File: config.mk
export PLATFORM = sky130hd
export DESIGN_NAME = my_lsu
export DESIGN_NICKNAME = d
export VERILOG_FILES = /design/src/rtl/my_lsu_pkg.sv /design/src/rtl/my_lsu_align.sv /design/src/rtl/my_lsu.sv
export SDC_FILE = /design/constraint.sdc
export NUM_CORES = 1
export LEC_CHECK = 0
export BUFFER_PORTS_ARGS = -buffer_cell sky130_fd_sc_hd__buf_4
export CORE_MARGIN = 2
export CORE_UTILIZATION = 28
export CTS_BUF_LIST = sky130_fd_sc_hd__clkbuf_4
export DETAILED_ROUTE_END_ITERATION = 6
export PLACE_DENSITY = 0.49
export SLEW_MARGIN = 30
export SYNTH_ARGS = -nofsm -noshare
export SYNTH_HDL_FRONTEND = slang
export SYNTH_SLANG_ARGS = --single-unit
File: constraint.sdc
create_clock -name clk -period 1.86 [get_ports clk]
set_input_delay 0.372 -clock clk [delete_from_list [all_inputs] [get_ports clk]]
set_output_delay 0.372 -clock clk [all_outputs]
set_load 0.1 [all_outputs]
File: src/rtl/my_lsu_pkg.sv
// Shared constants, state type and request screening for the load/store unit.
package my_lsu_pkg;

  // RV32I funct3 width codes (loads and stores share encodings)
  localparam logic [2:0] F3_LB  = 3'b000;
  localparam logic [2:0] F3_LH  = 3'b001;
  localparam logic [2:0] F3_LW  = 3'b010;
  localparam logic [2:0] F3_LBU = 3'b100;
  localparam logic [2:0] F3_LHU = 3'b101;
  localparam logic [2:0] F3_SB  = 3'b000;
  localparam logic [2:0] F3_SH  = 3'b001;
  localparam logic [2:0] F3_SW  = 3'b010;

  localparam int unsigned MAX_WAIT_DEFAULT = 16;

  typedef enum logic [1:0] {
    ST_IDLE,
    ST_REQ,
    ST_WAIT,
    ST_RESP
  } lsu_state_e;

  // True when the op must complete with an error and never touch the bus:
  // an unsupported width code or an address not aligned to the access size.
  function automatic logic op_fault(input logic we, input logic [2:0] f3,
                                    input logic [1:0] a);
    logic illegal;
    logic misal;
    if (we) illegal = (f3 > F3_SW);
    else    illegal = (f3 == 3'b011) || (f3 == 3'b110) || (f3 == 3'b111);
    misal = ((f3[1:0] == 2'b01) && a[0]) ||
            ((f3[1:0] == 2'b10) && (a != 2'b00));
    return illegal | misal;
  endfunction

endpackage

File: src/rtl/my_lsu_align.sv
// Byte-lane steering: store byte enables / replicated data, and load
// extraction with sign or zero extension.
module my_lsu_align
  import my_lsu_pkg::*;
(
  input  logic        we,
  input  logic [2:0]  funct3,
  input  logic [1:0]  addr_lo,
  input  logic [31:0] wdata,
  input  logic [31:0] rdata,
  output logic [3:0]  be,
  output logic [31:0] wdata_lane,
  output logic [31:0] rdata_ext
);

  logic [31:0] shifted;

  // Store lanes: replicate the datum across the word, enable only its bytes.
  always_comb begin
    be         = '1;
    wdata_lane = '0;
    if (we) begin
      case (funct3)
        F3_SB: begin
          be         = 4'b0001 << addr_lo;
          wdata_lane = {4{wdata[7:0]}};
        end
        F3_SH: begin
          be         = 4'b0011 << addr_lo;
          wdata_lane = {2{wdata[15:0]}};
        end
        default: begin
          be         = '1;
          wdata_lane = wdata;
        end
      endcase
    end
  end

  // Load extract: bring the addressed byte/half down to bit 0, then extend.
  always_comb begin
    shifted = rdata >> {addr_lo, 3'b000};
    case (funct3)
      F3_LB:   rdata_ext = {{24{shifted[7]}}, shifted[7:0]};
      F3_LH:   rdata_ext = {{16{shifted[15]}}, shifted[15:0]};
      F3_LW:   rdata_ext = shifted;
      F3_LBU:  rdata_ext = {24'h0, shifted[7:0]};
      F3_LHU:  rdata_ext = {16'h0, shifted[15:0]};
      default: rdata_ext = '0;
    endcase
  end

endmodule

File: src/rtl/my_lsu.sv
// Load/store unit: one data-memory transaction per accepted op over a
// req/gnt/rvalid bus, with registered response and load timeout.
module my_lsu
  import my_lsu_pkg::*;
#(
  parameter int unsigned MAX_WAIT = MAX_WAIT_DEFAULT
) (
  input  logic        clk,
  input  logic        rst,
  input  logic        req_valid,
  output logic        req_ready,
  input  logic        req_we,
  input  logic [2:0]  req_funct3,
  input  logic [31:0] req_addr,
  input  logic [31:0] req_wdata,
  output logic        dmem_req,
  output logic        dmem_we,
  output logic [3:0]  dmem_be,
  output logic [31:0] dmem_addr,
  output logic [31:0] dmem_wdata,
  input  logic        dmem_gnt,
  input  logic        dmem_rvalid,
  input  logic [31:0] dmem_rdata,
  output logic        resp_valid,
  output logic        resp_err,
  output logic [31:0] resp_rdata,
  output logic        busy
);

  localparam int unsigned CW = $clog2(MAX_WAIT + 1);

  lsu_state_e  state_q, state_d;
  logic        we_q, we_d;
  logic [2:0]  funct3_q, funct3_d;
  logic [31:0] addr_q, addr_d;
  logic [31:0] wdata_q, wdata_d;
  logic [CW-1:0] cnt_q, cnt_d;
  logic        resp_valid_q, resp_valid_d;
  logic        resp_err_q, resp_err_d;
  logic [31:0] resp_rdata_q, resp_rdata_d;
  logic [31:0] rdata_ext;

  my_lsu_align u_align (
    .we         (we_q),
    .funct3     (funct3_q),
    .addr_lo    (addr_q[1:0]),
    .wdata      (wdata_q),
    .rdata      (dmem_rdata),
    .be         (dmem_be),
    .wdata_lane (dmem_wdata),
    .rdata_ext  (rdata_ext)
  );

  // Next-state, request latch, timeout count and response computation.
  always_comb begin
    state_d      = state_q;
    we_d         = we_q;
    funct3_d     = funct3_q;
    addr_d       = addr_q;
    wdata_d      = wdata_q;
    cnt_d        = cnt_q;
    resp_valid_d = 1'b0;
    resp_err_d   = 1'b0;
    resp_rdata_d = '0;
    case (state_q)
      ST_IDLE: begin
        if (req_valid) begin
          we_d     = req_we;
          funct3_d = req_funct3;
          addr_d   = req_addr;
          wdata_d  = req_wdata;
          if (op_fault(req_we, req_funct3, req_addr[1:0])) begin
            state_d      = ST_RESP;
            resp_valid_d = 1'b1;
            resp_err_d   = 1'b1;
          end else begin
            state_d = ST_REQ;
          end
        end
      end
      ST_REQ: begin
        if (dmem_gnt) begin
          if (we_q) begin
            state_d      = ST_RESP;
            resp_valid_d = 1'b1;
          end else begin
            state_d = ST_WAIT;
            cnt_d   = '0;
          end
        end
      end
      ST_WAIT: begin
        if (dmem_rvalid) begin
          state_d      = ST_RESP;
          resp_valid_d = 1'b1;
          resp_rdata_d = rdata_ext;
        end else if (cnt_q == CW'(MAX_WAIT - 1)) begin
          state_d      = ST_RESP;
          resp_valid_d = 1'b1;
          resp_err_d   = 1'b1;
        end else begin
          cnt_d = cnt_q + CW'(1);
        end
      end
      default: state_d = ST_IDLE;
    endcase
  end

  // State and datapath registers; reset wins from any state.
  always_ff @(posedge clk) begin
    if (rst) begin
      state_q      <= ST_IDLE;
      we_q         <= 1'b0;
      funct3_q     <= '0;
      addr_q       <= '0;
      wdata_q      <= '0;
      cnt_q        <= '0;
      resp_valid_q <= 1'b0;
      resp_err_q   <= 1'b0;
      resp_rdata_q <= '0;
    end else begin
      state_q      <= state_d;
      we_q         <= we_d;
      funct3_q     <= funct3_d;
      addr_q       <= addr_d;
      wdata_q      <= wdata_d;
      cnt_q        <= cnt_d;
      resp_valid_q <= resp_valid_d;
      resp_err_q   <= resp_err_d;
      resp_rdata_q <= resp_rdata_d;
    end
  end

  assign req_ready  = (state_q == ST_IDLE);
  assign busy       = (state_q != ST_IDLE);
  assign dmem_req   = (state_q == ST_REQ);
  assign dmem_we    = we_q;
  assign dmem_addr  = {addr_q[31:2], 2'b00};
  assign resp_valid = resp_valid_q;
  assign resp_err   = resp_err_q;
  assign resp_rdata = resp_rdata_q;

endmodule

==> impl_metrics.toml, run 1 <==
[route]
ant_nets = 0
drt-met1-wl_um = 7636
dr.pass1.iters = 5
drc = 0
vias_per_cell = 4.847
wl_per_cell_um = 16.52
wl_met3_um = 1454
drt_iter0_drc = 225
wl_met2_um = 8300
vias = 5186
drt-total-wl_um = 17680
highest_layer = "met4"

[run_status]
status = "finished with violations"
violations = "negative setup slack"

[clock_tree]
htree_levels = 3
cts_buffers = 9
clkSinkCount = 109
cts_tree = "yes"
clk_latency_ns = 0.48
clk_pin_slew_worst_paths_ns = 0.17
clock_tree.buffer_depth = 2
root_buffer = "clkbuf_4"

[critical_path]
cp_num_buf_inv = 3
crit_type = "flip-flop to primary output"
crit_arrival_ns = 1.72
end_kind = "primary output"
slowest_delay_ns = 0.41
cp.required_ns = 1.49
crit_path_start_kind = "flip-flop"
crit_top_cell = "buf_6"
cpMaxStageDelayCell = "dfxtp_4"
critical_path.max_fanout = 7
path_cells = "nor2_4, buf_6, buf_16, nand2_1, o211a_4, buf_6"
critical_path.top_delay_family = "buffers and inverters"

[logic_synthesis]
yosysTopAreaCell = "dfxtp_1"
ys_warn_count = 0
synth_area_um2 = 5136
synthMostInstantiatedCell = "nand2_1"
yosys-top-cells-count = "nand2_1, dfxtp_1, a21oi_1"
syn_inst = 654
syn_avg_cell_area_um2 = 7.853
synth_edf_count = 0
synth.top_cell.area_share = 0.4248
synthArstFlopShare = 0
ys_ff_latch = 109
seq_area_frac_synth = 0.4248
synthFlopType = "dfxtp_1"
synth_area_leaders = "dfxtp_1, nand2_1, a21oi_1"
synth_cell_types = 50

[floorplanning]
die_h_um = 139.4
die-area_um2 = 19440
dieWidth_um = 139.4
initial_utilization = 0.2859
coreArea_um2 = 17960
row_count = 49
ios = 211

[timing]
slew_headroom = 0.5480
finalSetupViolations = 28
hold_viol = 0
layout_min_cycle_time_ns = 2.092
worst_slew_pin_slew_ns = 0.6767
fmax_mhz = 478.0
finalMaxSlewViolations = 0
rsz0062_at_grt = "yes"
setup_ws_ns = -0.2320
fin_skew_ns = 0.02166
timing.final.crit_share = 1.125

[pwr]
p_per_area_nw_per_um2 = 1226
ir_drop_mv = 0.8760
cellLeakagePower_nw = 3.272

[placed_design]
pre_cts_slack_ns = -0.08285
hpwl_um = 12470
gp_congestion = 0.8286
place_area_um2 = 7064
portBuffers = 208

[final_layout]
layout-drive-gt1-share = 0.4435
nets = 947
num_antenna_cells = 0
area_growth_pct = 59.17
final_area_um2 = 8175

[grt]
grt-ovfl-total = 0
grt_max_degree = 79
grt_pass1_wl_um = 26920
grt_pass1_vias = 4968
grt_antenna_before_repair = 0
grt_use_total = 0.1734

[flow_run]
max_cap_viol_count = 0

[worst_hold_path]
min_path_type = "input port to flip-flop"
state kept, by name (all words and copies together), names as in the netlist:
| register | count |
|---|---|
| addr_q | 32 |
| cnt_q | 5 |
| dmem_we | 1 |
| funct3_q | 3 |
| resp_err | 1 |
| resp_rdata | 32 |
| resp_valid | 1 |
| state_q | 2 |
| wdata_q | 32 |
worst reg2reg max path: stages, from the launching register on:
cell and delay (ns):
dfxtp_2 0.37, ha_4 0.16, and3_4 0.18, ha_4 0.17, nor2_4 0.12, o2111ai_2 0.14
buf_4 0.18, or3_1 0.31, o21ai_0 0.07
layout make-up:
type | instances | area, um^2
fill | 1747 | 9788
multi-input combinational | 456 | 2950
timing repair buffer | 250 | 2539
sequential | 109 | 2215
tap | 229 | 286.5
clock inverter | 7 | 73.82
clock buffer | 9 | 67.56
inverter | 10 | 43.79
kinds of logic (layout without fill, tap and decap cells):
family	after synthesis	in the layout	share of synthesized area
buf+inv	91	276	0.09890
simple gates	255	256	0.2124
flops	109	109	0.4248
compound gates	164	164	0.1920
xor+xnor	1	1	0.001706
other cells	1	2	0.0007301
fa+ha+maj	6	6	0.01462
mux	27	27	0.05481
stage by stage:
stage	total power, W	hold WS [ns]	std cells	setup TNS [ns]	utilization
after floorplan	0.007075	0.4366	655	-17.17	-
after global placement	0.007998	0.4439	1033	-0.02588	0.3933
after detailed placement	0.008059	0.4488	1033	-0.08285	0.3933
after CTS	0.009786	0.06075	1062	-6.486	0.4378
after global routing	0.01055	0.05712	1070	-9.042	0.4551
final	0.01002	0.1144	1070	-5.381	0.4551
per-layer routing:
| metal | GRT usage | vias to the layer above |
|---|---|---|
| li1 | - | 2518 |
| met1 | 0.2211 | 2467 |
| met2 | 0.2815 | 186 |
| met3 | 0.06332 | 15 |
| met4 | 0.03828 | 0 |
| met5 | 0 | - |
path summary, 6_finish.rpt:
check,from,end,slack [ns],cells past startpoint
max,funct3_q[2],dmem_wdata[28],-0.23,6
min,req_addr[16],addr_q[16],0.11,3
max reg2reg,cnt_q[1],cnt_q[0],0.11,8
min reg2reg,addr_q[13],addr_q[13],0.47,2
report_power, final:
| group | switching, W | internal [W] |
|---|---|---|
| clock | 0.000827 | 0.000419 |
| combinational | 0.00383 | 0.00188 |
| sequential | 0.000346 | 0.00272 |
| total | 0.00500 | 0.00502 |
repair_timing:
action / in CTS / in global routing
cloned: 4 / 5
buffers inserted: 9 / 5
resized for setup: 131 / 51
pin swaps: 9 / 16
setup endpoints to repair: 42 / 55
hold buffers: 0 / 0
cells in the final DEF (no fill, tap or decap), types with 4 or more instances in the layout:
master	instances
o211a_4	8
dfxtp_4	7
nor2_1	13
mux2_2	9
a21boi_4	15
buf_12	40
nand2_4	7
and2_4	8
mux2i_1	14
dfxtp_2	5
buf_4	192
nor2b_1	10
dfxtp_1	97
mux2i_2	4
o21ai_1	10
a21oi_1	94
clkbuf_4	9
a211oi_1	15
nand2_1	171
inv_1	6
nand2_2	20
buf_6	11
o21ai_0	5
(Power assumes the default switching activity.)
==> run 2, diff against run 1 <==
- CELL_PAD_IN_SITES_DETAIL_PLACEMENT: not set -> 1
- CELL_PAD_IN_SITES_GLOBAL_PLACEMENT: not set -> 2
- CORE_UTILIZATION: 28 -> 24
- PLACE_DENSITY: 0.49 -> 0.73
==> impl_metrics.toml, run 2 (synthesis results as in run 1) <==
[run_status]
violations = "negative setup slack"
status = "finished with violations"

[route]
drc = 0
wl_per_cell_um = 17.05
dr.pass1.iters = 4
ant_nets = 0
drt-total-wl_um = 19250
vias_per_cell = 4.643
vias = 5242
drt_iter0_drc = 118

[floorplanning]
initial_utilization = 0.2443
coreArea_um2 = 21020
dieWidth_um = 150.3
ios = 211
die-area_um2 = 22590
die_h_um = 150.3
row_count = 53

[critical_path]
crit_type = "flip-flop to primary output"
end_kind = "primary output"
critical_path.max_fanout = 5
cp.required_ns = 1.49
rrSetupSlack_ns = 0.02
crit_path_start_kind = "flip-flop"
r2r-start = "cnt_q[1]"
crit_arrival_ns = 1.82
ff2ff_path_depth = 9
regToRegEndpoint = "state_q[0]"

[timing]
layout_min_cycle_time_ns = 2.188
setup_ws_ns = -0.3276
finalMaxSlewViolations = 0
fmax_mhz = 457.1
rsz0062_at_grt = "yes"
fin_skew_ns = 0.01773
slew_headroom = 0.6322
timing.final.crit_share = 1.176
hold_viol = 0
worst_slew_pin_slew_ns = 0.5518
finalSetupViolations = 28

[flow_run]
max_cap_viol_count = 0

[pwr]
p_per_area_nw_per_um2 = 1210
cellLeakagePower_nw = 3.314
ir_drop_mv = 0.4961
power.total_w = 0.01011

[placed_design]
pre_cts_slack_ns = -0.1387
place_inst = 1084
hpwl_um = 14230
portBuffers = 208
place_area_um2 = 7159
gp_congestion = 0.8088

[clock_tree]
clock_tree.buffer_depth = 2
cts_buffers = 9
cts_tree = "yes"
clk_pin_slew_worst_paths_ns = 0.18
clkSinkCount = 109
htree_levels = 3
root_buffer = "clkbuf_4"
clk_latency_ns = 0.49

[grt]
grt.busiest_layer = "met2"
grt_pass1_vias = 5594
grt_max_degree = 50
grt_pass1_wl_um = 29960
grt-ovfl-total = 0
grt_use_total = 0.1697
met3_usage = 0.03697
grt_antenna_before_repair = 1
met1_usage = 0.1980
grt_use_met2 = 0.3059

[final_layout]
final_common_cell = "buf_4"
final_cells = 1129
final_area_um2 = 8351
layout-drive-gt1-share = 0.4584
final_cell_mix = "buf_4, nand2_1, dfxtp_1"
area_growth_pct = 62.58
nets = 959

[worst_hold_path]
min_path_type = "input port to flip-flop"
hold_path_depth = 3
hp-start = "req_addr[9]"
whs_endpoint = "addr_q[9]"
[run 2: area by class of cell]
type	count	area, um^2
Fill cell	2433	12670
Timing Repair Buffer	263	2595
Clock inverter	7	73.82
Inverter	10	43.79
Multi-Input combinational cell	455	3003
Tap cell	275	344.1
Sequential cell	109	2221
Antenna cell	1	2.502
Clock buffer	9	67.56
[run 2: routing by layer]
metal / vias up / wire length [um]
li1: 2542 / -
met1: 2537 / 7710
met2: 143 / 10150
met3: 20 / 1069
met4: 0 / 317
met5: - / 0
[run 2: critical path, cell delays in order, from the launching register on]
cell      delay, ns
dfxtp_4        0.41
nor2_4         0.27
buf_8          0.19
nand2_1        0.10
a21boi_4       0.18
buf_12         0.19
[run 2: how the worst max path moves through the flow]
stage	cells after the start	start	to	slack (ns)
finish	5	funct3_q[1]	dmem_wdata[16]	-0.33
global route	5	funct3_q[1]	dmem_wdata[16]	-0.44
CTS	6	funct3_q[0]	dmem_wdata[15]	-0.37
detailed placement	7	cnt_q[0]	cnt_q[2]	-0.14
global placement	7	cnt_q[0]	cnt_q[2]	-0.002
floorplan	5	addr_q[1]	dmem_be[3]	-0.76
[run 2: power by group]
| part | total (W) | internal, W | switching [W] |
|---|---|---|---|
| sequential | 0.00304 | 0.00272 | 0.000320 |
| clock | 0.00126 | 0.000419 | 0.000842 |
| combinational | 0.00580 | 0.00189 | 0.00392 |
| total | 0.0101 | 0.00503 | 0.00508 |
[run 2: stage by stage]
step | hold WS, ns | utilization | TNS (ns)
after CTS | 0.05379 | 0.3835 | -8.686
final | 0.1066 | 0.3972 | -7.810
after detailed placement | 0.4514 | 0.3406 | -0.1730
after global routing | 0.05256 | 0.3972 | -11.56
after floorplan | 0.4366 | - | -17.17
after global placement | 0.4435 | 0.3406 | -0.002052
[run 2: repair_timing]
item | CTS | global route
hold buffers | 0 | 0
gates cloned | 2 | 0
resized for setup | 150 | 56
setup buffers | 15 | 13
pin swaps | 23 | 26
endpoints found under the setup margin | 43 | 49
==> run 3, diff against run 2 <==
--- a/config.mk
+++ b/config.mk
@@ -14,5 +14,4 @@
 export DETAILED_ROUTE_END_ITERATION = 6
 export PLACE_DENSITY = 0.73
-export SLEW_MARGIN = 30
 export SYNTH_ARGS = -nofsm -noshare
 export SYNTH_HDL_FRONTEND = slang
==> constraint.sdc (replaced) <==
create_clock -name clk -period 1.86 [get_ports clk]
set_input_delay 0.372 -clock clk [delete_from_list [all_inputs] [get_ports clk]]
set_output_delay 0.372 -clock clk [all_outputs]
set_load 0.05 [all_outputs]
==> impl_metrics.toml, run 3 (synthesis results as in run 1) <==
[route]
ant_nets = 0
dr.pass1.iters = 4
vias = 5024
drc = 0
wl_per_cell_um = 16.79
drt_iter0_drc = 179
drt-total-wl_um = 18730
vias_per_cell = 4.502

[timing]
fin_skew_ns = 0.03196
hold_viol = 0
rsz0062_at_grt = "yes"
finalSetupViolations = 29
finalMaxSlewViolations = 0
layout_min_cycle_time_ns = 2.085
setup_ws_ns = -0.2253
fmax_mhz = 479.6
timing.final.crit_share = 1.121

[final_layout]
final_cell_mix = "buf_4, nand2_1, dfxtp_1"
area_growth_pct = 50.72
fillers = 2503
nets = 946
regArea_um2 = 2208
final_area_um2 = 7741
multiInputGateArea_um2 = 2795
final_common_cell = "buf_4"
layout-drive-gt1-share = 0.4321
final_cells = 1116

[clock_tree]
cts_buffers = 9
clk_latency_ns = 0.50
root_buffer = "clkbuf_4"
clk_pin_slew_worst_paths_ns = 0.19
clkSinkCount = 109
htree_levels = 3
clock_tree.buffer_depth = 2
cts_tree = "yes"

[placed_design]
portBuffers = 208
place_area_um2 = 6954
place_inst = 1082
gp_congestion = 0.7831
pre_cts_slack_ns = -0.05502
hpwl_um = 13190

[pwr]
power.total_w = 0.008566
pwr-share-comb = 0.516
p_sw_w = 0.003909
internal_power_w = 0.004657
seqPwrFrac = 0.352
p_sw_frac = 0.4564
cellLeakagePower_nw = 3.132
clock_power_share = 0.132
p_per_area_nw_per_um2 = 1107
ir_drop_mv = 0.4778

[grt]
grt-ovfl-total = 0
grt_antenna_before_repair = 1
grt_use_total = 0.1620
grt_max_degree = 40
grt_pass1_vias = 4990
grt_pass1_wl_um = 28230

[floorplanning]
die-area_um2 = 22590
row_count = 53
initial_utilization = 0.2443
dieWidth_um = 150.3
die_h_um = 150.3
coreArea_um2 = 21020
ios = 211

[flow_run]
max_cap_viol_count = 0

[critical_path]
cpMaxStageDelayCell = "dfxtp_4"
cp.required_ns = 1.49
path_cells = "buf_8, nor3_4, buf_6, nand2_1, a21boi_2, buf_6"
crit_type = "flip-flop to primary output"
end_kind = "primary output"
crit_top_cell = "buf_6"
critical_path.max_fanout = 8
crit_arrival_ns = 1.71
crit_path_start_kind = "flip-flop"
slowest_delay_ns = 0.40

[worst_hold_path]
min_path_type = "input port to flip-flop"

[run_status]
status = "finished with violations"
violations = "negative setup slack"
run 3: cell type report:
class / count / share of cell area
antenna: 1 / 0.0003233
clock buffer: 10 / 0.009698
tap: 275 / 0.04445
timing repair buffer: 250 / 0.2887
inverter: 10 / 0.005334
sequential: 109 / 0.2853
multi-input combinational: 455 / 0.3611
clock inverter: 6 / 0.005172
run 3: final timing paths:
| path | startpoint | endpoint | slack [ns] | depth (start not counted) |
|---|---|---|---|---|
| worst max-delay path | funct3_q[0] | dmem_wdata[12] | -0.23 | 6 |
| worst min-delay path | req_wdata[19] | wdata_q[19] | 0.09 | 3 |
| worst max register to register | cnt_q[1] | state_q[0] | 0.08 | 9 |
| worst min register to register | addr_q[21] | addr_q[21] | 0.47 | 2 |
run 3: metrics by stage:
stage / hold slack, ns / setup TNS [ns] / util
global placement: 0.4442 / -0.007752 / 0.3308
global route: 0.05315 / -7.713 / 0.3683
floorplan: 0.4366 / -0.2005 / -
detailed placement: 0.4472 / -0.05502 / 0.3308
CTS: 0.04590 / -6.340 / 0.3609
finish: 0.08692 / -4.898 / 0.3683
run 3: repair_timing:
item	in CTS	in global routing
setup endpoints to repair	39	58
setup buffers	11	2
cloned	3	3
pin swaps	15	16
hold buffers	0	0
gates resized for setup	98	38
run 3: power groups by stage:
stage / Clock (W) / Sequential, W / Combinational, W
2_1_floorplan: 0 / 0.00321 / 0.00258
3_3_place_gp: 0 / 0.00299 / 0.00398
3_5_place_dp: 0 / 0.00300 / 0.00401
4_1_cts: 0.00119 / 0.00300 / 0.00446
5_1_grt: 0.00127 / 0.00307 / 0.00478
6_report: 0.00113 / 0.00301 / 0.00442
run 3: worst max-delay path, delay by kind of cell (launching register included):
family / cells / cell delay, ns
simple gates: 2 / 0.19
flops: 1 / 0.40
compound gates: 1 / 0.17
buf+inv: 3 / 0.48
run 3: routing by layer:
metal,GRT usage,wire (um)
met1,0.2103,8627
met2,0.2720,8912
met3,0.03121,932
met4,0.04811,260
met5,0,0
